===== src/rtl/mem_input_logic.sv =====
// Data-memory request formatter: turns byte-addressed loads/stores into
// word-aligned beats with byte enables, splitting word-crossing accesses.
module mem_input_logic (
    input  logic        clk,
    input  logic        resetn,
    input  logic        inValid,
    output logic        inReady,
    input  logic [31:0] addr,
    input  logic [31:0] wdata,
    input  logic [1:0]  memOp,
    input  logic [1:0]  memSize,
    output logic        memReq,
    input  logic        memAck,
    output logic [31:0] memAddr,
    output logic        memWe,
    output logic [3:0]  memBe,
    output logic [31:0] memWdata,
    output logic        split,
    output logic        done
);

    typedef enum logic [1:0] {IDLE, BEAT0, BEAT1} state_t;

    state_t      state, stateNext;
    logic [3:0]  hiBe, hiBeNext;
    logic [31:0] hiData, hiDataNext;
    logic        reqNext, weNext, splitNext, doneNext;
    logic [3:0]  beNext;
    logic [31:0] addrNext, wdataNext;

    logic        opValid, isStore;
    logic [3:0]  sizeMask;
    logic [31:0] sizedData;
    logic [7:0]  laneMask;
    logic [63:0] laneData;

    assign opValid = (memOp == 2'b01) || (memOp == 2'b10);
    assign isStore = (memOp == 2'b10);
    assign inReady = (state == IDLE);

    always_comb begin
        case (memSize)
            2'b00:   begin sizeMask = 4'b0001; sizedData = {24'b0, wdata[7:0]};  end
            2'b01:   begin sizeMask = 4'b0011; sizedData = {16'b0, wdata[15:0]}; end
            default: begin sizeMask = 4'b1111; sizedData = wdata;                end
        endcase
        laneMask = {4'b0, sizeMask} << addr[1:0];
        laneData = {32'b0, sizedData} << {addr[1:0], 3'b000};
    end

    always_comb begin
        stateNext  = state;
        reqNext    = memReq;
        addrNext   = memAddr;
        weNext     = memWe;
        beNext     = memBe;
        wdataNext  = memWdata;
        splitNext  = split;
        hiBeNext   = hiBe;
        hiDataNext = hiData;
        doneNext   = 1'b0;
        case (state)
            IDLE: begin
                if (inValid && opValid) begin
                    stateNext  = BEAT0;
                    reqNext    = 1'b1;
                    addrNext   = {addr[31:2], 2'b00};
                    weNext     = isStore;
                    beNext     = laneMask[3:0];
                    wdataNext  = isStore ? laneData[31:0] : '0;
                    splitNext  = (laneMask[7:4] != 4'b0000);
                    hiBeNext   = laneMask[7:4];
                    hiDataNext = isStore ? laneData[63:32] : '0;
                end
            end
            BEAT0: begin
                if (memAck) begin
                    if (split) begin
                        stateNext = BEAT1;
                        addrNext  = memAddr + 32'd4;
                        beNext    = hiBe;
                        wdataNext = hiData;
                    end else begin
                        stateNext = IDLE;
                        doneNext  = 1'b1;
                    end
                end
            end
            BEAT1: begin
                if (memAck) begin
                    stateNext = IDLE;
                    doneNext  = 1'b1;
                end
            end
            default: stateNext = IDLE;
        endcase
        // Leaving for IDLE drops the request and clears the beat fields.
        if (doneNext) begin
            reqNext   = 1'b0;
            weNext    = 1'b0;
            beNext    = '0;
            wdataNext = '0;
            splitNext = 1'b0;
        end
    end

    always_ff @(posedge clk) begin
        if (!resetn) begin
            state    <= IDLE;
            memReq   <= 1'b0;
            memAddr  <= '0;
            memWe    <= 1'b0;
            memBe    <= '0;
            memWdata <= '0;
            split    <= 1'b0;
            done     <= 1'b0;
            hiBe     <= '0;
            hiData   <= '0;
        end else begin
            state    <= stateNext;
            memReq   <= reqNext;
            memAddr  <= addrNext;
            memWe    <= weNext;
            memBe    <= beNext;
            memWdata <= wdataNext;
            split    <= splitNext;
            done     <= doneNext;
            hiBe     <= hiBeNext;
            hiData   <= hiDataNext;
        end
    end

endmodule


===== config.mk =====
export PLATFORM = sky130hd
export DESIGN_NAME = mem_input_logic
export DESIGN_NICKNAME = d
export VERILOG_FILES = /design/src/rtl/mem_input_logic.sv
export SDC_FILE = /design/constraint.sdc
export NUM_CORES = 1
export LEC_CHECK = 0
export CAP_MARGIN = 25
export CELL_PAD_IN_SITES_DETAIL_PLACEMENT = 1
export CELL_PAD_IN_SITES_GLOBAL_PLACEMENT = 1
export CORE_MARGIN = 5
export CORE_UTILIZATION = 35
export DETAILED_ROUTE_END_ITERATION = 16
export GPL_TIMING_DRIVEN = 0
export PLACE_DENSITY_LB_ADDON = 0.08
export SYNTH_ARGS = -nofsm -noshare
export SYNTH_HDL_FRONTEND = slang
export SYNTH_SLANG_ARGS = --single-unit

===== constraint.sdc =====
create_clock -name clk -period 2.5 [get_ports clk]
set_input_delay 0.25 -clock clk [delete_from_list [all_inputs] [get_ports clk]]
set_output_delay 0.25 -clock clk [all_outputs]
set_load 0.01 [all_outputs]

## After elaboration in Yosys (flattened, before gate mapping)

Cells that the tools add are included.

- Flip-flop bits (word level): 110
- Input bits: 72
- Output and inout bits: 73
- Word-level logic and storage cells: 58

- Add/subtract/negate cells: 1
- Equal/unequal tests: 9
- Shifts and indexed selects: 2
- Multiplexer cells: 25
- Bitwise logic cells: 1
- Reductions and logical operators: 10

Operator list:

| operator | number |
|---|---|
| 2-to-1 mux 32 bit | 8 |
| one-hot mux 32 bit (2 select lines) | 3 |
| << shifter 32 x 5 -> 64 bit | 1 |
| adder 32 x 3 -> 32 bit, second input constant | 1 |
| one-hot mux 4 bit (2 select lines) | 2 |
| 2-to-1 mux 4 bit | 3 |
| 2-to-1 mux 2 bit | 4 |
| << shifter 4 x 2 -> 8 bit | 1 |
| equality test 2 x 1 -> 1 bit, second input constant | 3 |
| inequality test 2 bit, second input constant | 3 |
| one-hot mux 2 bit (3 select lines) | 1 |
| equality test 2 bit, second input constant | 2 |
| logical NOT 2 bit | 2 |
| AND reduction 4 bit | 1 |
| nonzero test 4 bit | 1 |
| 2-to-1 mux 1 bit | 3 |
| AND reduction 3 bit | 1 |
| inequality test 2 x 1 -> 1 bit, second input constant | 1 |
| one-hot mux 1 bit (2 select lines) | 1 |
| AND reduction 2 bit | 1 |
| nonzero test 2 bit | 1 |
| OR reduction 2 bit | 1 |
| logical AND 1 bit | 1 |
| logical OR 1 bit | 1 |
| inverter 1 bit | 1 |

## Depth between registers and ports, before layout

- Depth in word-level cells: 6
- Mapped depth: 10
- Depth with buffers taken out: 7

## Worst setup path after synthesis

Ideal clock, no wire load.

- Kind: flip-flop to flip-flop
- From: register state[0]
- To: register hiData[17]
- Library setup time: 0.128 ns
- Arrival time: 1.818 ns
- Data required time: 2.372 ns
- Setup slack: 0.555 ns
- Stages on the path, launching flop included: 11
- Path buffers: 3
- Clock period less this slack: 1.945 ns
- Path through: dfxtp_1 -> inv_1 -> ha_1 -> and3b_1 -> buf_2 -> and3_1 -> clkbuf_1 -> and3_1 -> buf_2 -> a22oi_1 -> nor2_1

- Word-level cells in the longest chain between the ends: 2

Ends and longest elaborated chain:

| item | RTL line | source |
|---|---|---|
| start: declaration | 24 | `state_t state, stateNext;` |
| start signal: assignment | 120 | `state <= stateNext;` |
| logical NOT 2 bit | -- |  |
| net inReady | 7 | `output logic inReady,` |
| AND reduction 2 bit (no line) | -- |  |
| end signal: assignment | 129 | `hiData <= hiDataNext;` |
| end: declaration | 26 | `logic [31:0] hiData, hiDataNext;` |

The timed path passes the listed nets, and every way through them passes these cells.
A chain may end at the register's enable or synchronous reset.

## Final worst setup path

- From: input memOp[0]
- To: register memWdata[10]

- Word-level cells in the longest chain between the ends: 5
- Elaborated cells on any way between the ends: 9
- Classes of those cells: eq/ne (3); mux (3); reduce/logical (3)

Ends and longest elaborated chain:

| item | RTL line | source |
|---|---|---|
| start: declaration | 10 | `input logic [1:0] memOp,` |
| equality test 2 x 1 -> 1 bit or equality test 2 bit (tied branches) | 37, 38 |  |
| logical OR 1 bit | 37 | `assign opValid = (memOp == 2'b01) \|\| (memOp == 2'b10);` |
| logical AND 1 bit | 64 | `if (inValid && opValid) begin` |
| inequality test 2 x 1 -> 1 bit (no line) | -- |  |
| AND reduction 4 bit (no line) | -- |  |
| end signal: assignment | 125 | `memWdata <= wdataNext;` |
| end: declaration | 17 | `output logic [31:0] memWdata,` |

Several ways; a longest one is shown, not always the timed one. The select of a mux whose other input is x is not followed.

==> parameters.txt <==
Parameter                              Value

Drt
  Final routed wire length divided by cell count    23.62 um
  Number of violations reported at the end of detailed-routing iteration 0    570
  Remaining DRCs    0
  Final ANT Viol Nets    0
  Routed vias    6035
  Routed vias/inst    6.090
  Iteration count of the initial detailed-routing pass    5
  Wirelength, routed    23410 um

Status
  Result of the run    completed

STA
  Fin. max-slew vios    0
  Highest clock frequency the design can meet    415.2 MHz
  Final Hold Fails    0
  Share of the cycle needed by the critical path after routing    96.34%
  Post-layout worst setup margin    0.09160 ns
  Period minus WS final    2.408 ns
  Worst setup skew after layout    0.01199 ns
  Normalized max-slew margin    43.71%
  Final setup violation count    0
  Worst-margin pin slew    0.8367 ns
  RSZ-0062 raised after global routing    false

Die
  Die X-Extent    132.8 um
  Initial standard-cell utilization of the core    36.05%
  Rows    44
  IO Count    145
  DIE AREA    0.01764 mm^2
  DIE HEIGHT    132.8 um
  Core outline area    0.01464 mm^2

Setup path
  Reg-to-Reg Start    state[1]
  End of the worst register-to-register path    memWdata[10]
  Arrival time reported for the critical path endpoint    2.62 ns
  Worst R2R Path Depth    8
  Kind of launch point of the worst setup path    primary input
  Slack of the worst reg-to-reg path    0.14 ns
  Start-to-end type of the worst setup path    in2reg
  CP Capture Type    flop
  Largest stage delay on the critical path    0.45 ns
  Required time of the critical path    2.71 ns
  Top fanout value on the critical path    10
  CP max stage cell    sky130_fd_sc_hd__clkdlybuf4s50_1
  Critical path, cell by cell    clkdlybuf4s50_1 -> inv_1 -> ha_1 -> nand2b_1 -> a22o_2 -> clkbuf_1 -> buf_2 -> a221oi_1 -> nor3_1

Placed design
  Gpl congestion    0.9112
  Worst slack, placed    -0.5529 ns
  Placed instance count    976
  IO Port Bufs    141
  Detailed placement HPWL    17650 um

Synth
  Number of enable-type register cells in the synthesized netlist    0
  Cell count after synthesis    650
  Largest area contributor in the netlist    sky130_fd_sc_hd__dfxtp_1
  Register bit count reported by yosys    99
  Proportion of synthesized chip area in sequential cells    37.54%
  Synth async-reset ratio    0%
  Number of library cell types mapped by synthesis    68
  Yosys warning count    0
  Area share of the largest cell type after synthesis    37.54%
  Mapped cell area    0.005279 mm^2
  Top cells by area, synth    sky130_fd_sc_hd__dfxtp_1, sky130_fd_sc_hd__nor2_1, sky130_fd_sc_hd__nand2_1
  Most frequently used cell type in the post-synthesis netlist    sky130_fd_sc_hd__dfxtp_1
  Synthesized area divided by synthesized cell count    8.121 um^2
  Commonest cells in the synthesized netlist    sky130_fd_sc_hd__dfxtp_1, sky130_fd_sc_hd__nor2_1, sky130_fd_sc_hd__nand2_1
  Most common flop cell mapped by yosys    sky130_fd_sc_hd__dfxtp_1

CTS
  Count of H-tree levels built during CTS    3
  Clk slew on worst S/H paths    0.08 ns
  Post_cts resized    9
  Later-pin clock latency in the skew report    0.37 ns
  Maximum clock insertion buffer count    2
  Clock net sink count    99
  CTS tree    built
  Clock root buffer    sky130_fd_sc_hd__clkbuf_16
  # hold bufs at CTS    0
  Number of clock buffers inserted by TritonCTS    9
  Post-CTS setup-driven buffer insertion count    0

Power
  Internal Pwr Total    3.040 mW
  Pleak    2.575 nW
  Switching Power    1.644 mW
  Clk network pwr share    29.9%
  Proportion of power drawn by flip-flops and latches    40.2%
  Proportion of power drawn by combinational gates    29.9%
  Peak supply drop    0.2981 mV
  Switching power as a share of total power    35.10%
  Total power after layout    4.684 mW
  Pwr dens    647.5 mW/mm^2

GRT
  Global-route usage over all layers    26.21%
  Initial antenna violation count    0
  Maximum number of pins on one net before global-route repair    19
  Grt total ovfl    0
  Global-route wire length before repair    36470 um
  Number of global-route vias before repair    6299

Hold path
  Hold path startpoint    resetn
  Hold Crit Endpoint    memAddr[17]
  Hold Crit Class    in2reg
  Hold Path Cell Cnt    3

Layout
  Post-route core utilization    49.40%
  Antenna diodes    0
  Layout overhead on the synthesized area    37.05%
  Final standard cell count with taps included and fillers excluded    991
  Count of nets after finishing    879
  Proportion of layout cells with a drive suffix above 1    9.170%

Flow run
  # Max-Cap Violations    0
-- per-stage QoR --
step	instance area [um^2]	hold slack, ns	TNS (ns)
global route	7234	0.2252	0
CTS	7231	0.2050	0
global placement	6924	0.4407	-11.42
floorplan	5283	0.3983	0
finish	7234	0.2126	0
detailed placement	6924	0.4484	-14.68
-- registers in the layout, indices dropped and copies added, names as in the netlist --
name and flops:
hiData 24, memReq 1, memWe 1, hiBe 3
split 1, memBe 4, done 1, memWdata 32
state 2, memAddr 30
-- critical path: cells and delay by family --
family	cells	cell delay, ns
AO/OA/AOI/OAI	2	0.66
adder cells (fa/ha/maj)	1	0.30
buffers and inverters	4	1.13
AND/OR/NAND/NOR	2	0.28
-- power by group through the flow --
| stage | Combinational (mW) | Clock (mW) | Sequential (mW) |
|---|---|---|---|
| after floorplan | 0.610 | 0 | 1.94 |
| after global placement | 1.36 | 0 | 1.90 |
| after detailed placement | 1.38 | 0 | 1.92 |
| after CTS | 1.40 | 1.43 | 1.88 |
| after global routing | 1.50 | 1.49 | 1.90 |
| final | 1.40 | 1.40 | 1.88 |
-- metal layers --
metal | part of all wire, % | global-route usage, % | routed length (um) | vias to the layer above
li1 | - | - | - | 2751
met1 | 42 | 32.66 | 9852 | 2943
met2 | 48 | 44.36 | 11340 | 293
met3 | 6.8 | 4.935 | 1598 | 48
met4 | 2.6 | 10.97 | 616 | 0
met5 | 0 | 0 | 0 | -
-- worst max path at each step --
stage                     startpoint           end  slack (ns)  depth (start not counted)
after CTS                   state[1]   memWdata[6]        0.04                          7
final                       memOp[0]  memWdata[10]        0.09                          9
after global placement      memOp[0]  memWdata[11]       -0.55                          9
after global routing        memOp[0]      memBe[0]        0.01                          8
after floorplan             state[0]    hiData[17]        0.55                         10
after detailed placement    memOp[0]  memWdata[11]       -0.55                          9
-- layout make-up --
type,instances,area [um^2]
fill,1749,7410
multi-input combinational,485,2997
sequential,99,1982
timing repair buffer,141,1411
buffer,58,302.8
tap,184,230.2
clock buffer,9,225.2
clock inverter,7,56.30
inverter,8,30.03
-- cells in the final DEF, fill, tap and decap left out, drive strengths merged, types with 10 or more instances in the layout --
cell / synthesis / routed
a222oi: 14 / 14
nor3: 28 / 28
a31oi: 11 / 11
nand3: 22 / 22
a221oi: 17 / 17
clkbuf: 38 / 46
inv: 8 / 13
nand2: 59 / 59
clkdlybuf4s50: 0 / 141
a211oi: 11 / 11
o211ai: 17 / 17
o21ai: 34 / 34
dfxtp: 99 / 99
nor2: 88 / 88
nand4: 10 / 10
a22oi: 20 / 20
nor2b: 16 / 16
a21oi: 42 / 42
buf: 21 / 21
-- cell families (layout without fill, tap and decap cells) --
kind of cell    Yosys count  after routing  share of synthesized area, %
mux                      13             13                         2.607
fa+ha+maj                 5              5                         1.185
other cells               1              2                       0.07104
flops                    99             99                         37.54
compound gates          210            210                         28.59
buf+inv                  67            223                         6.186
simple gates            255            255                         23.82
(Power assumes the default switching activity.)
==> RTL change, RTL diff (same flow settings) <==
The 3 states of `state_t` get a one-hot encoding in 3 bits.
--- a/src/rtl/mem_input_logic.sv
+++ b/src/rtl/mem_input_logic.sv
@@ -19,7 +19,7 @@
     output logic        done
 );
 
-    typedef enum logic [1:0] {IDLE, BEAT0, BEAT1} state_t;
+    typedef enum logic [2:0] {IDLE = 3'b001, BEAT0 = 3'b010, BEAT1 = 3'b100} state_t;
 
     state_t      state, stateNext;
     logic [3:0]  hiBe, hiBeNext;
Formal check against the unedited RTL: same outputs for any inputs over 4 cycles, from zero or initial values and one cycle with resetn low; so few cycles prove little.
==> RTL change against the unedited design <==
- routed wire length is 4.7% lower
- setup slack better by 95 ps
- cell area is 1.4% lower
- sequential cell count is 1 higher
- sequential share of layout area is 0.67 points higher
- area after synthesis is 1.3% lower
- power is 14% lower
- highest routed layer unchanged
==> RTL change: results (changes against the unedited design) <==
NetSw 1.24 mW (was 1.64 mW); commonest cells in the netlist 100 x dfxtp_1, 76 x nor2_1, 70 x nand2_1, 44 x o21ai_0, 43 x nor3_1 (was 99 x dfxtp_1, 88 x nor2_1, 59 x nand2_1, 42 x a21oi_1); Post-Place Cells 982 (was 976); DP Wirelength 17000 um (was 17700 um); Post-synth ARST share 0% (unchanged); VDD IR max 0.000295 V (was 0.000298 V); root buf cell clkbuf_16 (unchanged); Synth area leaders dfxtp_1 38%, nor2_1 5.5%, nand2_1 5.0% (was dfxtp_1 38%, nor2_1 6.3%, nand2_1 4.2%); DP Area 6850 um2 (was 6920 um2); clk_lat worst skew 360 ps; registers with the most flip-flops memWdata: 32 flops, memAddr: 30 flops, hiData: 24 flops (unchanged); Critical-path top delay cell dfxtp_1 (was clkdlybuf4s50_1); final hold viol count 0 (unchanged); GRT Overall Usage 24.7% (was 26.2%); crit-path max cell delay 450 ps (about the same); number of global-route vias before repair 6297 (was 6299); register area share after synthesis 38.4% (was 37.5%); routed len/inst 22.4 um (was 23.6 um); Port Buffers 140 (was 141); Final nets 883 (was 879); Worst Hold Class input port to flop (unchanged); Antenna Violating Nets Remaining 0 (unchanged); layout cells sized above 1 8.11% (was 9.17%); Synth Area per Inst 7.93 um2 (was 8.12 um2); TritonCTS buffer count 9 (unchanged); Antenna Cells 0 (unchanged); first-pass GRT wire length 34300 um (was 36500 um); Clock Skews 10.5 ps (was 12.0 ps); drt first pass iters 5 (unchanged); Netlist cell types 62 (was 68); relative slew slack 50.6% (was 43.7%); vias per cell 5.96 (was 6.09); routed via count 5945 (was 6035); initial DRC count 448 (was 570); Leak 2.44 nW (was 2.58 nW); status finished clean (unchanged); routability congestion estimate 0.950 (was 0.911); initial antenna violation count 0 (unchanged); maximum fanout along the worst path 8 (was 10)
-- RTL change: cell types whose count changed after synthesis, sizes merged, moves of 12 or more --
cell    change
o21ai      +18
nand2      +12
o211ai     -15
nor2b      -13
nor3       +16
-- RTL change: layout make-up --
type | count | area, um2
Inverter | 7 | 26.3
Sequential cell | 100 | 2000
Buffer | 64 | 277
Clock buffer | 9 | 225
Tap cell | 184 | 230
Multi-Input combinational cell | 487 | 2910
Timing Repair Buffer | 140 | 1400
Clock inverter | 7 | 57.6
Fill cell | 1760 | 7460
-- RTL change: metal layers --
layer | global-route usage [%] | vias to the layer above | wire length, um
li1 | - | 2737 | -
met1 | 30.3 | 2923 | 9390
met2 | 41.9 | 236 | 10800
met3 | 4.81 | 49 | 1310
met4 | 10.6 | 0 | 784
met5 | 0 | - | 0
-- RTL change: path summary, 6_finish.rpt --
kind	from	endpoint	slack, ps	cells after the start
setup / recovery	memAddr[2]	memAddr[30]	190	7
hold / removal	resetn	memAddr[18]	440	3
setup reg to reg	memAddr[2]	memAddr[30]	190	7
hold reg to reg	hiBe[1]	hiBe[1]	460	2
-- RTL change: worst max-delay path: cells and delay by family (launching register included) --
family,cells,cell delay (ps)
AND/OR/NAND/NOR,3,920
flip-flops,1,450
multiplexers,1,270
buffers and inverters,1,250
adder cells (fa/ha/maj),1,230
AO/OA/AOI/OAI,1,80
-- RTL change: through the flow --
stage / setup slack [ps] / TNS [ps]
after detailed placement: -172 / -2410
after floorplan: 645 / 0
after global placement: -148 / -1210
after global routing: 33.3 / 0
after CTS: 196 / 0
final: 187 / 0
-- RTL change: timing repair --
action                     4_1_cts  5_1_grt
hold buffers                     0        0
resized for setup                0        1
setup buffers                    0        0
setup endpoints to repair        0        2
-- RTL change: power by group through the flow --
stage | Sequential (mW) | Combinational, mW | Clock [mW]
CTS | 1.76 | 0.864 | 1.40
finish | 1.76 | 0.864 | 1.39
detailed placement | 1.80 | 0.860 | 0
floorplan | 1.81 | 0.369 | 0
global placement | 1.79 | 0.845 | 0
global route | 1.77 | 0.928 | 1.47
-- RTL change: logic make-up after synthesis --
logic type / after synthesis / synth area share, %
flops: 100 / 38.4
buf+inv: 71 / 5.81
mux: 24 / 4.97
compound gates: 204 / 27.3
simple gates: 255 / 23.0
fa+ha+maj: 2 / 0.480
other cells: 1 / 0.0720
